[src/rtl/ex_div_ctrl_pkg.sv]
// ex_div_ctrl_pkg: shared types and constants for the EX-stage divide
// sequencer. Provides the FSM state type, start/ready encodings and the
// double-width result bus type used by the HI/LO write path.
package ex_div_ctrl_pkg;

    localparam int DIV_DATA_W = 32;
    localparam int DIV_CNT_W  = 6;

    // Divider sequencer states: free (idle), divide-by-zero, running, end
    typedef enum logic [1:0] {
        DIV_FREE    = 2'b00,
        DIV_BY_ZERO = 2'b01,
        DIV_ON      = 2'b10,
        DIV_END     = 2'b11
    } div_state_e;

    localparam logic DIV_START            = 1'b1;
    localparam logic DIV_STOP             = 1'b0;
    localparam logic DIV_RESULT_READY     = 1'b1;
    localparam logic DIV_RESULT_NOT_READY = 1'b0;

    typedef logic [2*DIV_DATA_W-1:0] double_reg_bus_t;

endpackage

[src/rtl/ex_div_ctrl_if.sv]
// ex_div_ctrl_if: EX-stage <-> divider handshake.
//   start_i      EX requests a divide (held until ready_o)
//   signed_i     1 = DIV, 0 = DIVU
//   opdata1_i    dividend
//   opdata2_i    divisor
//   annul_i      flush, aborts the divide in progress
//   result_o     {remainder, quotient} -> {HI, LO}
//   ready_o      result_o valid
//   stall_req_o  combinational stall request to the pipeline controller
// master = EX stage, slave = divider.
interface ex_div_ctrl_if #(
    parameter int DATA_W = 32
);
    logic                  start_i;
    logic                  signed_i;
    logic [DATA_W-1:0]     opdata1_i;
    logic [DATA_W-1:0]     opdata2_i;
    logic                  annul_i;
    logic [2*DATA_W-1:0]   result_o;
    logic                  ready_o;
    logic                  stall_req_o;

    modport master (
        output start_i, signed_i, opdata1_i, opdata2_i, annul_i,
        input  result_o, ready_o, stall_req_o
    );

    modport slave (
        input  start_i, signed_i, opdata1_i, opdata2_i, annul_i,
        output result_o, ready_o, stall_req_o
    );
endinterface

[src/rtl/ex_div_step.sv]
// ex_div_step: one combinational radix-2 restoring-divide iteration.
//   rem_i  partial remainder
//   quo_i  dividend bits still to consume (MSB first), quotient bits shift in at LSB
//   dvs_i  divisor (magnitude)
//   rem_o  next partial remainder
//   quo_o  next dividend/quotient shift register
module ex_div_step #(
    parameter int DATA_W = 32
) (
    input  logic [DATA_W-1:0] rem_i,
    input  logic [DATA_W-1:0] quo_i,
    input  logic [DATA_W-1:0] dvs_i,
    output logic [DATA_W-1:0] rem_o,
    output logic [DATA_W-1:0] quo_o
);
    logic [DATA_W:0] shifted;
    logic [DATA_W:0] trial;
    logic            trial_neg;

    // shifted < 2*divisor always holds, so the (DATA_W+1)-bit difference
    // never wraps past its sign bit: MSB set means the subtraction borrowed.
    always_comb begin
        shifted   = {rem_i, quo_i[DATA_W-1]};
        trial     = shifted - {1'b0, dvs_i};
        trial_neg = trial[DATA_W];
        rem_o     = trial_neg ? shifted[DATA_W-1:0] : trial[DATA_W-1:0];
        quo_o     = {quo_i[DATA_W-2:0], ~trial_neg};
    end
endmodule

[src/rtl/ex_div_ctrl.sv]
// ex_div_ctrl: multi-cycle DIV/DIVU sequencer for the EX stage.
//   clk   system clock, rising edge
//   rst   asynchronous active-low reset
//   div   slave side of ex_div_ctrl_if (start/operands/annul in,
//         result/ready/stall out)
// A start accepted in IDLE runs DATA_W restoring iterations; the
// sign-corrected {remainder, quotient} is then held on result_o with
// ready_o high until EX drops start_i. Divide by zero returns 0.
module ex_div_ctrl
    import ex_div_ctrl_pkg::*;
#(
    parameter int DATA_W = 32,
    parameter int CNT_W  = 6
) (
    input  logic             clk,
    input  logic             rst,
    ex_div_ctrl_if.slave     div
);
    localparam int MSB = DATA_W - 1;

    div_state_e          state_q, state_d;
    logic [CNT_W-1:0]    cnt_q, cnt_d;
    logic [DATA_W-1:0]   rem_q, rem_d;
    logic [DATA_W-1:0]   quo_q, quo_d;
    logic [DATA_W-1:0]   dvs_q, dvs_d;
    logic                sign_q_q, sign_q_d;
    logic                sign_r_q, sign_r_d;
    logic [2*DATA_W-1:0] result_q, result_d;
    logic                ready_q, ready_d;

    logic [DATA_W-1:0]   step_rem, step_quo;
    logic [DATA_W-1:0]   quo_fix, rem_fix;

    ex_div_step #(.DATA_W(DATA_W)) u_step (
        .rem_i (rem_q),
        .quo_i (quo_q),
        .dvs_i (dvs_q),
        .rem_o (step_rem),
        .quo_o (step_quo)
    );

    always_comb begin
        quo_fix = sign_q_q ? (~quo_q + DATA_W'(1)) : quo_q;
        rem_fix = sign_r_q ? (~rem_q + DATA_W'(1)) : rem_q;
    end

    always_comb begin
        state_d  = state_q;
        cnt_d    = cnt_q;
        rem_d    = rem_q;
        quo_d    = quo_q;
        dvs_d    = dvs_q;
        sign_q_d = sign_q_q;
        sign_r_d = sign_r_q;
        result_d = result_q;
        ready_d  = ready_q;

        unique case (state_q)
            DIV_FREE: begin
                ready_d  = DIV_RESULT_NOT_READY;
                result_d = '0;
                if (div.start_i == DIV_START && !div.annul_i) begin
                    if (div.opdata2_i == '0) begin
                        state_d = DIV_BY_ZERO;
                    end else begin
                        // |x| of the most negative value wraps to itself,
                        // which read as unsigned is exactly 2^(DATA_W-1).
                        quo_d    = (div.signed_i && div.opdata1_i[MSB]) ?
                                   (~div.opdata1_i + DATA_W'(1)) : div.opdata1_i;
                        dvs_d    = (div.signed_i && div.opdata2_i[MSB]) ?
                                   (~div.opdata2_i + DATA_W'(1)) : div.opdata2_i;
                        rem_d    = '0;
                        sign_q_d = div.signed_i & (div.opdata1_i[MSB] ^ div.opdata2_i[MSB]);
                        sign_r_d = div.signed_i & div.opdata1_i[MSB];
                        cnt_d    = '0;
                        state_d  = DIV_ON;
                    end
                end
            end
            DIV_BY_ZERO: begin
                if (div.annul_i) begin
                    state_d = DIV_FREE;
                end else begin
                    rem_d    = '0;
                    quo_d    = '0;
                    sign_q_d = 1'b0;
                    sign_r_d = 1'b0;
                    state_d  = DIV_END;
                end
            end
            DIV_ON: begin
                if (div.annul_i) begin
                    state_d = DIV_FREE;
                end else begin
                    rem_d = step_rem;
                    quo_d = step_quo;
                    cnt_d = cnt_q + CNT_W'(1);
                    // Leave on the edge that completes the last iteration;
                    // DIV_END then publishes the corrected result on the next
                    // edge, which puts ready_o after edge DATA_W+1.
                    if (cnt_q == CNT_W'(DATA_W - 1)) begin
                        state_d = DIV_END;
                    end
                end
            end
            DIV_END: begin
                if (div.annul_i || div.start_i == DIV_STOP) begin
                    state_d  = DIV_FREE;
                    ready_d  = DIV_RESULT_NOT_READY;
                    result_d = '0;
                end else begin
                    ready_d  = DIV_RESULT_READY;
                    result_d = {rem_fix, quo_fix};
                end
            end
            default: state_d = DIV_FREE;
        endcase

        // Aborting from any busy state drops whatever was being presented.
        if (div.annul_i && state_q != DIV_FREE) begin
            ready_d  = DIV_RESULT_NOT_READY;
            result_d = '0;
        end
    end

    always_ff @(posedge clk or negedge rst) begin
        if (!rst) begin
            state_q  <= DIV_FREE;
            cnt_q    <= '0;
            rem_q    <= '0;
            quo_q    <= '0;
            dvs_q    <= '0;
            sign_q_q <= 1'b0;
            sign_r_q <= 1'b0;
            result_q <= '0;
            ready_q  <= DIV_RESULT_NOT_READY;
        end else begin
            state_q  <= state_d;
            cnt_q    <= cnt_d;
            rem_q    <= rem_d;
            quo_q    <= quo_d;
            dvs_q    <= dvs_d;
            sign_q_q <= sign_q_d;
            sign_r_q <= sign_r_d;
            result_q <= result_d;
            ready_q  <= ready_d;
        end
    end

    assign div.result_o    = result_q;
    assign div.ready_o     = ready_q;
    assign div.stall_req_o = div.start_i & ~ready_q & ~div.annul_i;

endmodule
[src/flat_wrapper.sv]
// flat-port wrapper written by rule: the top's interface ports become plain ports
module ex_div_ctrl_flat import ex_div_ctrl_pkg::*;
#(
    parameter int DATA_W = 32,
    parameter int CNT_W  = 6
)
  (clk, rst, div_start_i, div_signed_i, div_opdata1_i, div_opdata2_i, div_annul_i, div_result_o, div_ready_o, div_stall_req_o);
  ex_div_ctrl_if #(.DATA_W(DATA_W)) div_i ();
  input  logic clk;
  input  logic rst;
  input wire logic [$bits(div_i.start_i)-1:0] div_start_i;
  input wire logic [$bits(div_i.signed_i)-1:0] div_signed_i;
  input wire logic [$bits(div_i.opdata1_i)-1:0] div_opdata1_i;
  input wire logic [$bits(div_i.opdata2_i)-1:0] div_opdata2_i;
  input wire logic [$bits(div_i.annul_i)-1:0] div_annul_i;
  output wire logic [$bits(div_i.result_o)-1:0] div_result_o;
  output wire logic [$bits(div_i.ready_o)-1:0] div_ready_o;
  output wire logic [$bits(div_i.stall_req_o)-1:0] div_stall_req_o;
  assign div_i.start_i = div_start_i;
  assign div_i.signed_i = div_signed_i;
  assign div_i.opdata1_i = div_opdata1_i;
  assign div_i.opdata2_i = div_opdata2_i;
  assign div_i.annul_i = div_annul_i;
  assign div_result_o = div_i.result_o;
  assign div_ready_o = div_i.ready_o;
  assign div_stall_req_o = div_i.stall_req_o;
  ex_div_ctrl #(.DATA_W(DATA_W), .CNT_W(CNT_W)) u_core (.clk(clk), .rst(rst), .div(div_i));
endmodule
[config.mk]
export PLATFORM = sky130hd
export DESIGN_NAME = ex_div_ctrl_flat
export DESIGN_NICKNAME = d
export VERILOG_FILES = /design/src/rtl/ex_div_ctrl_pkg.sv /design/src/rtl/ex_div_ctrl_if.sv /design/src/rtl/ex_div_step.sv /design/src/rtl/ex_div_ctrl.sv /design/src/flat_wrapper.sv
export SDC_FILE = /design/constraint.sdc
export NUM_CORES = 1
export LEC_CHECK = 0
export CAP_MARGIN = 20
export CORE_MARGIN = 2
export CORE_UTILIZATION = 49
export CTS_BUF_LIST = sky130_fd_sc_hd__clkbuf_4 sky130_fd_sc_hd__clkbuf_8
export CTS_CLUSTER_DIAMETER = 30
export DETAILED_ROUTE_END_ITERATION = 12
export DONT_BUFFER_PORTS = 1
export PLACE_DENSITY = 0.61
export SYNTH_ARGS = -nofsm -noshare
export SYNTH_HDL_FRONTEND = slang
export SYNTH_HIERARCHICAL = 1
export SYNTH_SLANG_ARGS = --single-unit
[constraint.sdc]
create_clock -name clk -period 4.84 [get_ports clk]
set_clock_uncertainty 0.2 [all_clocks]
set_input_delay 0.726 -clock clk [delete_from_list [all_inputs] [get_ports clk]]
set_output_delay 0.726 -clock clk [all_outputs]
set_load 0.005 [all_outputs]
==> impl_metrics.yaml, run 1 <==
run_status:
  status: "finished clean"
placement:
  gp_congestion: 0.937
  dp_hpwl_um: 24700
  io_buffers: 0
die:
  die_y_um: 164
  pin_count: 135
  die-area_um2: 26900
  rows: 58
  start_util: 0.499
  core-area_um2: 25200
  chipWidth_um: 164
cts:
  postCtsSetupBuffers: 0
  clock_latency_ns: 0.47
  cts_buffer_depth: 2
  numClockSinks: 171
  h-tree-depth: 4
  clkTransAtPathRegs_ns: 0.10
  clockRootBuffer: "clkbuf_8"
  cts_tree: "yes"
  cts_made_buffers: 17
  post_cts_resized: 0
setup_path:
  critical_path_required_ns: 4.97
  cp_data_arrival_time_ns: 4.12
  regToRegSetupSlack_ns: 0.84
  path_class: "reg -> reg"
  worstPathMaxFanout: 24
  worstSetupStartpointType: "flip-flop"
  critPathCaptureType: "flip-flop"
global_route:
  grt_pass1_wl_um: 53500
  grt_overflow: 0
  antenna_found_initial: 0
  grt_max_degree: 172
  grtUsageTotal: 0.250
  grt_pass1_vias: 9885
synthesis:
  synth_xor_area_frac: 0.0914
  syn_area_um2: 12600
  synth_fa_ha_area_frac: 0.0424
  synth_nets: 1591
  synth_edf_count: 0
  syn-instance-count: 1480
  ys_seq_area_frac: 0.341
  synth_compound_area_frac: 0.223
  yosys.area_share.simple: 0.176
  synth.mux.area_fraction: 0.0503
  ys_async_sr_fraction: 1.00
  ys_warn_count: 6
  ys_types: 86
  avgSynthCellArea_um2: 8.48
  synth_flop_cell: "dfrtp_1"
  synth-seq-cells: 171
  synth_top_family_by_area: "compound AO/OA/AOI/OAI gates"
detailed_routing:
  dr.pass1.iters: 6
  drc_errors: 0
  vias_per_cell: 6.11
  ant_nets: 0
  routed_wl_um: 33700
  wire_per_inst_um: 19.4
  via_count: 10631
  drtIter0Drc: 1115
pwr:
  powerDensity_nw_per_um2: 792
  pwr-share-comb: 0.643
  p_int_mw: 5.12
  p_seq_frac: 0.252
  peakVddDrop_mv: 0.373
  p_leak_nw: 5.44
  p_clk_frac: 0.104
  netSwitchingFraction: 0.499
  power.switching_mw: 5.10
finish:
  syn2layout_area_growth_pct: 2.75
  fill_cells: 2455
  drive_above_1_share: 0.0745
  nNetsFinal: 1508
  n_antenna_cell: 0
timing:
  maxSlewHeadroom: 0.315
  final.min_clock_period_ns: 4.00
  whs_ns: 0.0115
  setup_violations: 0
  final.setup.tns_ns: 0
  finalCritPeriodShare: 0.826
  finalHoldViolations: 0
  worst_slew_pin_slew_ns: 1.02
  max_freq_mhz: 250
  slew_viol_final: 0
  rsz0062_at_grt: "no"
run:
  maxCapViolCount: 0
hold_path:
  min_path_type: "in -> async"
[cell type report]
type | count | area (um^2) | area share
multi-input combinational | 1127 | 7360 | 0.571
sequential | 171 | 4280 | 0.332
tap | 330 | 413 | 0.0320
clock buffer | 18 | 248 | 0.0192
inverter | 63 | 244 | 0.0189
timing repair buffer | 17 | 200 | 0.0155
clock inverter | 13 | 155 | 0.0120
[final timing paths]
check / start / to / cells after the start
worst min register to register: u_core/dvs_q[22]$_DFFE_PN0P_ / u_core/dvs_q[22]$_DFFE_PN0P_ / 2
worst min-delay path: rst / u_core/div.result_o[46]$_DFFE_PN0P_ / 1
worst max-delay path: u_core/quo_q[31]$_DFFE_PN0P_ / u_core/rem_q[27]$_DFFE_PN0P_ / 15
max in group asynchronous: rst / u_core/dvs_q[6]$_DFFE_PN0P_ / 1
min in group clk: div_opdata2_i[31] / u_core/dvs_q[31]$_DFFE_PN0P_ / 2
worst max register to register: u_core/quo_q[31]$_DFFE_PN0P_ / u_core/rem_q[27]$_DFFE_PN0P_ / 15
[logic make-up after synthesis]
family | count (synthesis)
mux | 50
simple gates | 450
flops | 171
compound gates | 454
buf+inv | 182
xor+xnor | 131
fa+ha+maj | 42
[through the flow]
stage / cells / power [mW] / util / cell area, um^2 / worst slack, ns
6_report: 1739 / 10.2 / 0.512 / 12900 / 0.841
5_1_grt: 1739 / 11.0 / 0.512 / 12900 / 0.615
4_1_cts: 1737 / 10.1 / 0.510 / 12800 / 0.880
3_5_place_dp: 1706 / 9.02 / 0.494 / 12400 / 0.911
3_3_place_gp: 1705 / 8.88 / 0.493 / 12400 / 1.01
2_1_floorplan: 1480 / 7.91 / - / 12600 / 1.25
[registers in the layout, summed over array words and instances, names as in the netlist]
signal / cells
u_core/state_q: 2
u_core/div.ready_o: 1
u_core/quo_q: 32
u_core/sign_q_q: 1
u_core/rem_q: 32
u_core/dvs_q: 32
u_core/div.result_o: 64
u_core/sign_r_q: 1
u_core/cnt_q: 6
[cells in the final DEF, fill, tap and decap left out, types with 11 or more instances in the layout]
master / n
and3_1: 14
nor4_1: 22
nor2b_1: 11
a21oi_1: 64
mux2_2: 11
a21o_1: 20
o21ai_0: 186
mux2_4: 19
clkbuf_8: 18
xnor2_1: 63
o31ai_1: 28
xor2_1: 68
o41ai_1: 23
inv_1: 62
mux2i_1: 11
dfrtp_1: 171
nor2_1: 51
o21ai_1: 22
nand2_1: 187
or4_1: 13
nor3_1: 40
a31oi_1: 34
or3_1: 14
ha_1: 41
nand4_1: 21
buf_4: 13
nand3_1: 32
[worst max-delay path, stage by stage, from the launching register on]
cell       delay (ns)
dfrtp_1          0.47
inv_1            0.07
ha_1             0.23
fa_1             0.40
and2b_1          0.25
o2111ai_2        0.15
a21oi_2          0.22
o2111ai_1        0.21
a211oi_2         0.36
nor2_4           0.11
mux2i_4          0.33
and2_4           0.30
inv_8            0.12
mux2_4           0.31
nand2_1          0.06
o21ai_0          0.07
[layer usage]
metal	vias up	GRT usage	part of all wire
li1	5159	-	-
met1	5104	0.395	0.50
met2	338	0.348	0.41
met3	28	0.0508	0.079
met4	2	0.0431	0.0085
met5	-	0.0303	0.0032
[cells in the mapped netlist (13+ instances only)]
library cell  count  area (um^2)
ha_1             41          513
nand2_1         187          702
or4_1            13         97.6
mux2_4           19          285
o31ai_1          28          210
o21ai_0         186          931
o41ai_1          23          201
dfrtp_1         171         4280
nor3_1           41          205
and3_1           14         87.6
a21oi_1          64          320
or3_1            14         87.6
o21ai_1          22          110
nand3_1          32          160
nand4_1          21          131
xor2_1           68          596
a31oi_1          34          213
inv_1            62          233
xnor2_1          63          552
nor4_1           22          138
nor2_1           52          195
a21o_1           20          150
buf_4            39          293
clkbuf_1         54          203
[power groups by stage]
| stage | clock network (mW) | logic [mW] | registers [mW] |
|---|---|---|---|
| finish | 1.07 | 6.58 | 2.58 |
| CTS | 1.09 | 6.46 | 2.55 |
| global placement | 0 | 6.32 | 2.56 |
| floorplan | 0 | 5.63 | 2.28 |
| detailed placement | 0 | 6.44 | 2.58 |
| global route | 1.15 | 7.22 | 2.64 |
No activity file was read; power rests on OpenSTA's default activity.
==> run 2: changes to the inputs <==
Settings changed: PLACE_DENSITY 0.61 to 0.63.
Clock period 4.84 ns to 3.3 ns, I/O delays scaled along.
==> run 2 against run 1 <==
Against the previous run:
- the run now ends with negative hold slack, negative setup slack left
- count of clock-buffer cells in the layout shrank 1
- total power is 58% higher
- cell area is 4.9% higher
- hold slack worse by 0.50 ns
- non-clock buffer count up 74
- critical endpoint is now u_core/rem_q[31]$_DFFE_PN0P_
- global-route usage up 2.2 points
- clock power increased by 50%
- combinational power increased by 67%
- sequential share of layout area fell by 1.5 points
- die area is the same
- sequential cell count did not move
- largest cell class unchanged
==> impl_metrics.yaml, run 2 (synthesis results as in run 1) <==
run_status:
  status: "complete, but fails checks"
  failed_checks: "negative hold slack, negative setup slack"
finish:
  finalInstanceArea_um2: 13500
  fill_cells: 2381
  final_common_cell: "nand2_1"
  drive_above_1_share: 0.125
  syn2layout_area_growth_pct: 7.75
  n_antenna_cell: 0
  largest_reg_flops: 64
  most-common-layout-cells: "nand2_1 (186), dfrtp_1 (171), o21ai_0 (167)"
  nNetsFinal: 1583
setup_path:
  max_stage_delay_ns: 0.35
  slowest_stage: "dfrtp_1"
  critical_path_required_ns: 3.50
  path_class: "reg -> reg"
  cp_common_cell: "o2111ai_2"
  cp_cell_sequence: "inv_1 > ha_2 > fa_2 > and2b_1 > o2111ai_2 > a21oi_2 > o2111ai_2 > a211oi_2 > nor2_4 > mux2i_4 > and2_4 > buf_4 > o31ai_2 > nand2_1 > o21ai_1"
  worstPathMaxFanout: 9
  cp_data_arrival_time_ns: 3.52
  critPathCaptureType: "flip-flop"
  worstSetupStartpointType: "flip-flop"
timing:
  setup_violations: 2
  rsz0062_at_grt: "yes"
  whs_ns: -0.488
  maxSlewHeadroom: 0.269
  final.min_clock_period_ns: 3.32
  timing.final.ws_setup_ns: -0.0162
  finalCritPeriodShare: 1.00
  max_freq_mhz: 302
  slew_viol_final: 0
  worst_slew_pin_slew_ns: 1.10
  finalHoldViolations: 171
die:
  die-area_um2: 26900
  rows: 58
  pin_count: 135
  core-area_um2: 25200
  die_y_um: 164
  start_util: 0.499
  chipWidth_um: 164
detailed_routing:
  dr.pass1.iters: 5
  vias_per_cell: 6.13
  drtIter0Drc: 1020
  drc_errors: 0
  ant_nets: 0
  routed_wl_um: 36400
  via_count: 11119
  wire_per_inst_um: 20.0
global_route:
  grt_max_degree: 172
  grtUsageTotal: 0.272
  grt_overflow: 0
  grt_pass1_wl_um: 57400
  grt_pass1_vias: 10323
  antenna_found_initial: 0
pwr:
  p_leak_nw: 5.81
  peakVddDrop_mv: 0.621
  powerDensity_nw_per_um2: 1190
cts:
  cts_made_buffers: 17
  clkTransAtPathRegs_ns: 0.10
  clockRootBuffer: "clkbuf_8"
  cts_buffer_depth: 2
  cts-hold-fix-buffers: 6
  numClockSinks: 171
  h-tree-depth: 4
  clock_latency_ns: 0.47
  cts_tree: "yes"
placement:
  dp_hpwl_um: 26700
  gp_congestion: 0.882
  io_buffers: 0
  dpl_cell_area_um2: 13000
hold_path:
  min_path_type: "in -> async"
run:
  maxCapViolCount: 0
-- run 2: through the flow --
step                TNS, ns   util  instances  power [mW]  worst slack, ns
floorplan             -2.36      -       1480        11.7           -0.126
global placement     -0.190  0.515       1774        13.8          -0.0518
detailed placement    -1.44  0.515       1774        14.0           -0.106
CTS                  -0.852  0.537       1815        15.9          -0.0536
global route          -5.17  0.537       1815        17.4           -0.187
finish              -0.0183  0.537       1815        16.1          -0.0162
-- run 2: layout make-up --
class	count	area (um^2)	area share
Clock buffer	17	234	0.0173
Tap cell	330	413	0.0305
Timing Repair Buffer	91	723	0.0534
Multi-Input combinational cell	1127	7420	0.549
Timing Repair inverter	1	11.3	0.000832
Inverter	63	249	0.0184
Sequential cell	171	4280	0.316
Clock inverter	15	196	0.0145
-- run 2: layer usage --
layer	share of wire	global-route usage	vias up
li1	-	-	5312
met1	0.48	0.415	5370
met2	0.42	0.389	408
met3	0.085	0.0649	29
met4	0.011	0.0566	0
met5	0	0	-
-- run 2: worst paths after layout --
| path | from | endpoint | slack (ns) | depth (start not counted) |
|---|---|---|---|---|
| hold / removal | rst | u_core/rem_q[13]$_DFFE_PN0P_ | -0.49 | 0 |
| max in group asynchronous | rst | u_core/dvs_q[9]$_DFFE_PN0P_ | 2.96 | 0 |
| setup reg to reg | u_core/quo_q[31]$_DFFE_PN0P_ | u_core/rem_q[31]$_DFFE_PN0P_ | -0.02 | 15 |
| min in group clk | div_annul_i | u_core/cnt_q[5]$_DFFE_PN0P_ | 0.02 | 2 |
| setup / recovery | u_core/quo_q[31]$_DFFE_PN0P_ | u_core/rem_q[31]$_DFFE_PN0P_ | -0.02 | 15 |
| hold reg to reg | u_core/cnt_q[5]$_DFFE_PN0P_ | u_core/cnt_q[5]$_DFFE_PN0P_ | 0.28 | 1 |
-- run 2: worst max-delay path: cells and delay by family, from the launching register on --
family	cells	cell delay [ns]
compound gates	6	1.14
simple gates	4	0.61
fa+ha+maj	2	0.53
flops	1	0.35
buf+inv	2	0.24
mux	1	0.19
-- run 2: timing repair --
| action | CTS | global route |
|---|---|---|
| endpoints found under the setup margin | 24 | 33 |
| buffers inserted | 2 | 0 |
| pin swaps | 3 | 4 |
| gates cloned | 1 | 0 |
| hold endpoints to repair | 178 | 171 |
| resized for setup | 14 | 12 |
-- run 2: where the power goes --
group / total [mW] / switching, mW / internal, mW / leakage, nW
Sequential: 3.54 / 0.798 / 2.75 / 2.27
Clock: 1.60 / 0.947 / 0.657 / 0.212
Combinational: 11.0 / 6.15 / 4.81 / 3.34
Total: 16.1 / 7.90 / 8.21 / 5.81
